### config.mk
export PLATFORM = sky130hd
export DESIGN_NAME = pcie_bw_sequencer
export DESIGN_NICKNAME = d
export VERILOG_FILES = /design/src/rtl/pcie_bw_pkg.sv /design/src/rtl/bw_stat_accum.sv /design/src/rtl/pcie_bw_sequencer.sv
export SDC_FILE = /design/constraint.sdc
export NUM_CORES = 1
export LEC_CHECK = 0
export ABC_AREA = 1
export BUFFER_PORTS_ARGS = -buffer_cell sky130_fd_sc_hd__buf_4
export CAP_MARGIN = 10
export CORE_UTILIZATION = 43
export DETAILED_ROUTE_END_ITERATION = 6
export MAX_ROUTING_LAYER = met4
export PLACE_DENSITY = 0.76
export RECOVER_POWER = 25
export SETUP_SLACK_MARGIN = 0.4
export SYNTH_ARGS = -nofsm -noshare
export SYNTH_HDL_FRONTEND = slang
export SYNTH_SLANG_ARGS = --single-unit
### constraint.sdc
create_clock -name clk -period 1.9 [get_ports clk]
set_input_delay 0.095 -clock clk [delete_from_list [all_inputs] [get_ports clk]]
set_output_delay 0.095 -clock clk [all_outputs]
set_load 0.02 [all_outputs]
### src/rtl/pcie_bw_pkg.sv
// pcie_bw_pkg: shared types and constants for the PCIe bandwidth sequencer.
//   state_t        sequencer FSM state encoding
//   MODE_*         cmd_mode bit meanings
//   STAT_MIN_INIT  cleared value of the running minimum
package pcie_bw_pkg;

   typedef enum logic [2:0] {
      ST_IDLE    = 3'd0,
      ST_W_START = 3'd1,
      ST_W_WAIT  = 3'd2,
      ST_R_START = 3'd3,
      ST_R_WAIT  = 3'd4,
      ST_NEXT    = 3'd5
   } state_t;

   localparam logic [1:0]  MODE_WRITE    = 2'b01;
   localparam logic [1:0]  MODE_READ     = 2'b10;
   localparam logic [1:0]  MODE_BOTH     = 2'b11;
   localparam logic [31:0] STAT_MIN_INIT = 32'hFFFF_FFFF;

endpackage

### src/rtl/bw_stat_accum.sv
// bw_stat_accum: min/max/sum/count of captured pass durations.
// Ports:
//   clk, resetn            clock, async active-low reset
//   clear                  return all statistics to cleared values
//   capture, t[31:0]       fold one duration into the statistics
//   stat_min, stat_max     running extremes (min clears to all-ones)
//   stat_sum[SUM_W-1:0]    zero-extended accumulation of t
//   stat_count[7:0]        number of captures since clear
module bw_stat_accum
   import pcie_bw_pkg::*;
#(
   parameter int SUM_W = 40
) (
   input  logic             clk,
   input  logic             resetn,
   input  logic             clear,
   input  logic             capture,
   input  logic [31:0]      t,
   output logic [31:0]      stat_min,
   output logic [31:0]      stat_max,
   output logic [SUM_W-1:0] stat_sum,
   output logic [7:0]       stat_count
);

   always_ff @(posedge clk or negedge resetn) begin
      if (!resetn) begin
         stat_min   <= STAT_MIN_INIT;
         stat_max   <= '0;
         stat_sum   <= '0;
         stat_count <= '0;
      end else if (clear) begin
         stat_min   <= STAT_MIN_INIT;
         stat_max   <= '0;
         stat_sum   <= '0;
         stat_count <= '0;
      end else if (capture) begin
         if (t < stat_min) stat_min <= t;
         if (t > stat_max) stat_max <= t;
         stat_sum   <= stat_sum + {{(SUM_W-32){1'b0}}, t};
         stat_count <= stat_count + 8'd1;
      end
   end

endmodule

### src/rtl/pcie_bw_sequencer.sv
// pcie_bw_sequencer: runs a programmed number of write / read / write-then-read
// passes on the downstream AXI4 PCIe traffic generator and keeps per-direction
// min/max/sum/count of the reported pass times.
// Optional feature: define PCIE_BW_SEQ_WATCHDOG_EN to build a per-pass
// watchdog (TIMEOUT_CYCLES) that aborts the run and sets timeout_err.
// Ports:
//   clk, resetn                           clock, async active-low reset
//   cmd_start, cmd_mode, cmd_iterations   run request
//   start_write, start_read               one-cycle pulses to the generator
//   write_busy, read_busy                 generator busy flags
//   write_time, read_time                 generator pass durations
//   busy, done, timeout_err, iter_done    run status
//   w_*/r_* min/max/sum/count             per-direction statistics
//
// state    | meaning
// IDLE     | waiting for an accepted cmd_start
// W_START  | start_write pulse is high
// W_WAIT   | waiting for write_busy to fall, then capture write_time
// R_START  | start_read pulse is high
// R_WAIT   | waiting for read_busy to fall, then capture read_time
// NEXT     | count the iteration, finish or loop to the first pass
module pcie_bw_sequencer
   import pcie_bw_pkg::*;
#(
   parameter logic [31:0] TIMEOUT_CYCLES = 32'd2_000_000_000,
   parameter int          SUM_W          = 40
) (
   input  logic             clk,
   input  logic             resetn,
   input  logic             cmd_start,
   input  logic [1:0]       cmd_mode,
   input  logic [7:0]       cmd_iterations,
   output logic             start_write,
   output logic             start_read,
   input  logic             write_busy,
   input  logic             read_busy,
   input  logic [31:0]      write_time,
   input  logic [31:0]      read_time,
   output logic             busy,
   output logic             done,
   output logic             timeout_err,
   output logic [7:0]       iter_done,
   output logic [31:0]      w_min,
   output logic [31:0]      w_max,
   output logic [31:0]      r_min,
   output logic [31:0]      r_max,
   output logic [SUM_W-1:0] w_sum,
   output logic [SUM_W-1:0] r_sum,
   output logic [7:0]       w_count,
   output logic [7:0]       r_count
);

   state_t     r_state, w_state_nxt;
   logic [1:0] r_mode;
   logic [7:0] r_iters;
   logic [7:0] r_iter_done;
   logic       r_zero;
   logic       r_start_write, r_start_read, r_busy, r_done;

   logic w_accept, w_zero_req, w_last, w_wd_expire;
   logic w_start_write_nxt, w_start_read_nxt, w_busy_nxt, w_done_nxt;
   logic w_cap_w, w_cap_r;

   assign w_accept   = (r_state == ST_IDLE) && cmd_start && !write_busy && !read_busy;
   assign w_zero_req = ((cmd_mode & MODE_BOTH) == 2'b00) || (cmd_iterations == 8'd0);
   assign w_last     = r_zero || (({1'b0, r_iter_done} + 9'd1) >= {1'b0, r_iters});

   always_ff @(posedge clk or negedge resetn) begin
      if (!resetn) r_state <= ST_IDLE;
      else         r_state <= w_state_nxt;
   end

   always_comb begin
      w_state_nxt = r_state;
      case (r_state)
         ST_IDLE: begin
            if (w_accept) begin
               if (w_zero_req)                        w_state_nxt = ST_NEXT;
               else if ((cmd_mode & MODE_WRITE) != 0) w_state_nxt = ST_W_START;
               else                                   w_state_nxt = ST_R_START;
            end
         end
         ST_W_START: w_state_nxt = ST_W_WAIT;
         ST_W_WAIT: begin
            if (!write_busy)
               w_state_nxt = ((r_mode & MODE_READ) != 0) ? ST_R_START : ST_NEXT;
            else if (w_wd_expire)
               w_state_nxt = ST_IDLE;
         end
         ST_R_START: w_state_nxt = ST_R_WAIT;
         ST_R_WAIT: begin
            if (!read_busy)       w_state_nxt = ST_NEXT;
            else if (w_wd_expire) w_state_nxt = ST_IDLE;
         end
         ST_NEXT: begin
            if (w_last)                          w_state_nxt = ST_IDLE;
            else if ((r_mode & MODE_WRITE) != 0) w_state_nxt = ST_W_START;
            else                                 w_state_nxt = ST_R_START;
         end
         default: w_state_nxt = ST_IDLE;
      endcase
   end

   // Outputs are decoded from the next state so that the registered copies
   // line up with the state they describe.
   always_comb begin
      w_start_write_nxt = (w_state_nxt == ST_W_START);
      w_start_read_nxt  = (w_state_nxt == ST_R_START);
      w_busy_nxt        = (w_state_nxt != ST_IDLE);
      w_done_nxt        = ((r_state == ST_NEXT) && w_last) || w_wd_expire;
      w_cap_w           = (r_state == ST_W_WAIT) && !write_busy;
      w_cap_r           = (r_state == ST_R_WAIT) && !read_busy;
   end

   always_ff @(posedge clk or negedge resetn) begin
      if (!resetn) begin
         r_mode        <= 2'b00;
         r_iters       <= 8'd0;
         r_zero        <= 1'b0;
         r_iter_done   <= 8'd0;
         r_start_write <= 1'b0;
         r_start_read  <= 1'b0;
         r_busy        <= 1'b0;
         r_done        <= 1'b0;
      end else begin
         r_start_write <= w_start_write_nxt;
         r_start_read  <= w_start_read_nxt;
         r_busy        <= w_busy_nxt;
         r_done        <= w_done_nxt;
         if (w_accept) begin
            r_mode      <= cmd_mode;
            r_iters     <= cmd_iterations;
            r_zero      <= w_zero_req;
            r_iter_done <= 8'd0;
         end else if ((r_state == ST_NEXT) && !r_zero) begin
            r_iter_done <= r_iter_done + 8'd1;
         end
      end
   end

`ifdef PCIE_BW_SEQ_WATCHDOG_EN
   logic [31:0] r_wd_cnt;
   logic        r_timeout_err;
   logic        w_waiting;

   assign w_waiting   = ((r_state == ST_W_WAIT) && write_busy) ||
                        ((r_state == ST_R_WAIT) && read_busy);
   // Count reads 0 in the first WAIT cycle, so expiry lands TIMEOUT_CYCLES
   // edges after WAIT was entered.
   assign w_wd_expire = w_waiting && (r_wd_cnt == (TIMEOUT_CYCLES - 32'd1));

   always_ff @(posedge clk or negedge resetn) begin
      if (!resetn) begin
         r_wd_cnt      <= 32'd0;
         r_timeout_err <= 1'b0;
      end else begin
         if ((r_state == ST_W_START) || (r_state == ST_R_START)) r_wd_cnt <= 32'd0;
         else if (w_waiting)                                      r_wd_cnt <= r_wd_cnt + 32'd1;
         if (w_accept)         r_timeout_err <= 1'b0;
         else if (w_wd_expire) r_timeout_err <= 1'b1;
      end
   end

   assign timeout_err = r_timeout_err;
`else
   logic w_unused_timeout;
   assign w_unused_timeout = ^TIMEOUT_CYCLES;
   assign w_wd_expire      = 1'b0;
   assign timeout_err      = 1'b0;
`endif

   assign start_write = r_start_write;
   assign start_read  = r_start_read;
   assign busy        = r_busy;
   assign done        = r_done;
   assign iter_done   = r_iter_done;

   bw_stat_accum #(.SUM_W(SUM_W)) u_w_stat (
      .clk        (clk),
      .resetn     (resetn),
      .clear      (w_accept),
      .capture    (w_cap_w),
      .t          (write_time),
      .stat_min   (w_min),
      .stat_max   (w_max),
      .stat_sum   (w_sum),
      .stat_count (w_count)
   );

   bw_stat_accum #(.SUM_W(SUM_W)) u_r_stat (
      .clk        (clk),
      .resetn     (resetn),
      .clear      (w_accept),
      .capture    (w_cap_r),
      .t          (read_time),
      .stat_min   (r_min),
      .stat_max   (r_max),
      .stat_sum   (r_sum),
      .stat_count (r_count)
   );

endmodule

==> results.ini <==
[placed_design]
dp_hpwl_um = 56940
gp_congestion = 0.9895
portBuffers = 314
pre_cts_ws_ns = -0.3297

[sta]
max-slew-margin-rel = -0.2620
tightest_slew_ns = 1.893
hold_viol_final = 0
tns_ns = -54.63
setup_violations = 187
rsz0062_at_grt = yes
fmax_mhz = 399.0
slew_viol_final = 53
skew_ns = 0.01001
post-route-period-util = 1.319
min_period_ns = 2.506
setup_ws_ns = -0.6062

[floorplanning]
die_w_um = 210.6
core_area_um2 = 42980
start_util = 0.4354
rows = 76
io_pins = 316
die_area_um2 = 44360
chipHeight_um = 210.6

[drt]
avgRoutedWirePerCell_um = 23.50
first_iter_violations = 2530
firstDrtPassIters = 6
vias_per_cell = 5.842
drc = 0
ant_nets = 0
wirelength_um = 97670
num_vias = 24290

[hold_path]
hp-class = primary input to register

[yosys]
synth_seq_cells = 250
postSynthAreaPerCell_um2 = 6.976
synth_flop_cell = dfrtp_1
synthDominantCellAreaShare = 0.2487
yosys-top-cells-area = dfrtp_1 25%, nand2_1 17%, ha_1 13%
synth_nets = 2965
synth.largest_area_cell = dfrtp_1
synth_cells = 2683
yosys_warnings = 0
netlist-cell-type-count = 47
ys_seq_area_frac = 0.3385
synth_commonest_cells = 863 x nand2_1, 312 x inv_1, 263 x nand3_1, 208 x nor2_1, 201 x ha_1
synthArstFlopShare = 1.000
syn_area_um2 = 18720
yosysMostFrequentCell = nand2_1
synth_edf_count = 0

[global_routing]
antenna_found_initial = 4
use_met2 = 0.6140
grt_pass1_vias = 22570
grt_overflow = 0
met1_usage = 0.4581
use_met3 = 0.07211
grt_pass1_wl_um = 128700
busiest_layer = met2
grt_max_degree = 53
grtUsageTotal = 0.3849

[power_and_ir_drop]
p_total_mw = 55.26
p_sw_frac = 0.4743
p_sw_mw = 26.21
p_int_mw = 29.05
p_leak_nw = 16.41
vdd_ir_drop_max_mv = 0.9977
combPwrFrac = 0.699
power.density_nw_per_um2 = 1642
power_frac_clock = 0.119
p_seq_frac = 0.183

[worst_setup_path]
required_ns = 2.38
critical_path.endpoint_type = register
start_kind = register
critPathMaxFanout = 6
path_class = register to register
crit_arrival_ns = 2.98

[flow_run]
cap_violations = 1

[cts]
clock-root-buffer = clkbuf_16
clkTransAtPathRegs_ns = 0.06
clk_path_buf_depth = 3
cts_htree_levels = 1
numCtsBuffers = 31
clock-sinks = 250
insertion_delay_ns = 0.60
tritoncts = yes

[final_layout]
fillers = 2570
area_growth_pct = 79.86
layout.nets = 3826
drive_gt1_frac = 0.5729

[status]
status = finished with violations
failed_checks = max-capacitance violations, max-slew violations, negative setup slack

through the flow:
stage	hold WS [ns]	instance area (µm²)	util	instances
finish	0.01391	33660	0.7832	4157
global route	0.02994	33660	0.7832	4157
CTS	-0.01695	30750	0.7154	4073
detailed placement	0.09033	26130	0.6079	3849
global placement	0.09510	26130	0.6079	3849
floorplan	-0.2006	20680	-	2683
sequential cells by signal (all words and copies together), names as in the netlist:
| register | flops |
|---|---|
| u_w_stat.stat_min | 32 |
| u_w_stat.stat_count | 8 |
| u_r_stat.stat_min | 32 |
| iter_done | 8 |
| busy | 1 |
| u_w_stat.stat_max | 32 |
| start_read | 1 |
| done | 1 |
| u_r_stat.stat_sum | 40 |
| r_mode | 2 |
| start_write | 1 |
| r_zero | 1 |
| u_r_stat.stat_max | 32 |
| r_state | 3 |
| r_iters | 8 |
| u_w_stat.stat_sum | 40 |
| u_r_stat.stat_count | 8 |
power groups by stage:
stage	logic, mW	clock network [mW]	registers (mW)
final	38.6	6.56	10.1
after global routing	40.4	6.81	10.3
after CTS	32.0	6.59	9.84
after detailed placement	27.7	0	9.89
after global placement	27.0	0	9.79
after floorplan	13.0	0	12.5
layout make-up:
| class | count | area, µm² | area share |
|---|---|---|---|
| Timing Repair Buffer | 896 | 8147 | 0.2420 |
| Sequential cell | 250 | 6451 | 0.1917 |
| Multi-Input combinational cell | 2045 | 15980 | 0.4748 |
| Inverter | 320 | 1239 | 0.03680 |
| Tap cell | 585 | 732.0 | 0.02174 |
| Antenna cell | 4 | 10.01 | 0.0002974 |
| Clock inverter | 8 | 143.9 | 0.004275 |
| Clock buffer | 49 | 955.9 | 0.02840 |
logic make-up (layout without fill, tap and decap cells):
family                     after synthesis  in the layout  share of synthesized area
DFF                                    250            250                     0.3385
other                                    1              5                  0.0002004
xor gates and xnor gates                11             11                   0.005148
and+or+nand+nor                       1472           1472                     0.3343
AOI/OAI and AO/OA                      358            358                     0.1025
buffers and inverters                  388           1273                    0.08276
adders and majority gates              203            203                     0.1365
cell usage in the layout, fill, tap and decap left out, types with 7 or more instances in the layout:
cell	count
a21oi_1	87
a21oi_2	84
a21oi_4	15
buf_12	26
buf_16	12
buf_4	655
buf_6	103
buf_8	10
clkbuf_1	9
clkbuf_16	45
clkbuf_8	7
dfrtp_1	94
dfrtp_2	92
dfstp_2	64
dlygate4sd3_1	75
ha_1	90
ha_4	110
inv_1	250
inv_2	62
nand2_1	529
nand2_2	234
nand2_4	98
nand2_8	7
nand3_1	94
nand3_2	145
nand3_4	24
nand3b_1	10
nand4_1	17
nor2_1	119
nor2_2	50
nor2_4	43
nor3_2	8
o21a_1	10
o21ai_0	37
o21ai_1	61
o21ai_2	29
or2_2	63
metal layers:
| layer | share of wire | routed length (µm) |
|---|---|---|
| met2 | 0.45 | 44330 |
| met5 | 0 | 0 |
| met3 | 0.11 | 10500 |
| met1 | 0.36 | 34960 |
| met4 | 0.081 | 7881 |
final timing paths:
check / from / to / slack [ns] / depth (start not counted)
max: u_r_stat.stat_max[3]$_DFFE_PN0P_ / u_r_stat.stat_max[14]$_DFFE_PN0P_ / -0.61 / 16
min: write_time[20] / u_w_stat.stat_sum[20]$_DFFE_PN0P_ / 0.01 / 5
max reg2reg: u_r_stat.stat_max[3]$_DFFE_PN0P_ / u_r_stat.stat_max[14]$_DFFE_PN0P_ / -0.61 / 16
min reg2reg: u_r_stat.stat_count[7]$_DFFE_PN0P_ / u_r_stat.stat_count[7]$_DFFE_PN0P_ / 0.49 / 1
max in group asynchronous: resetn / u_r_stat.stat_min[12]$_DFFE_PN1P_ / 0.06 / 3
min in group asynchronous: resetn / u_r_stat.stat_sum[2]$_DFFE_PN0P_ / 0.55 / 2
critical path, cell delays in order, from the launching register on:
cell	delay (ns)
dfrtp_1	0.37
inv_1	0.06
ha_1	0.29
nand2_1	0.09
o21ai_0	0.31
nand2_1	0.16
nand2_1	0.10
nand2_1	0.07
nand2_1	0.12
nand2_1	0.08
nand2_2	0.09
nand2_4	0.08
buf_6	0.13
buf_8	0.13
buf_8	0.15
nand3_2	0.08
nand2_1	0.08
what timing repair did:
action	CTS	global route
setup buffers	80	63
endpoints found under the setup margin	260	275
cloned	12	17
pin swaps	188	264
hold buffers	75	0
gates resized for setup	449	570
hold endpoints to repair	329	0
(Power assumes the default switching activity.)
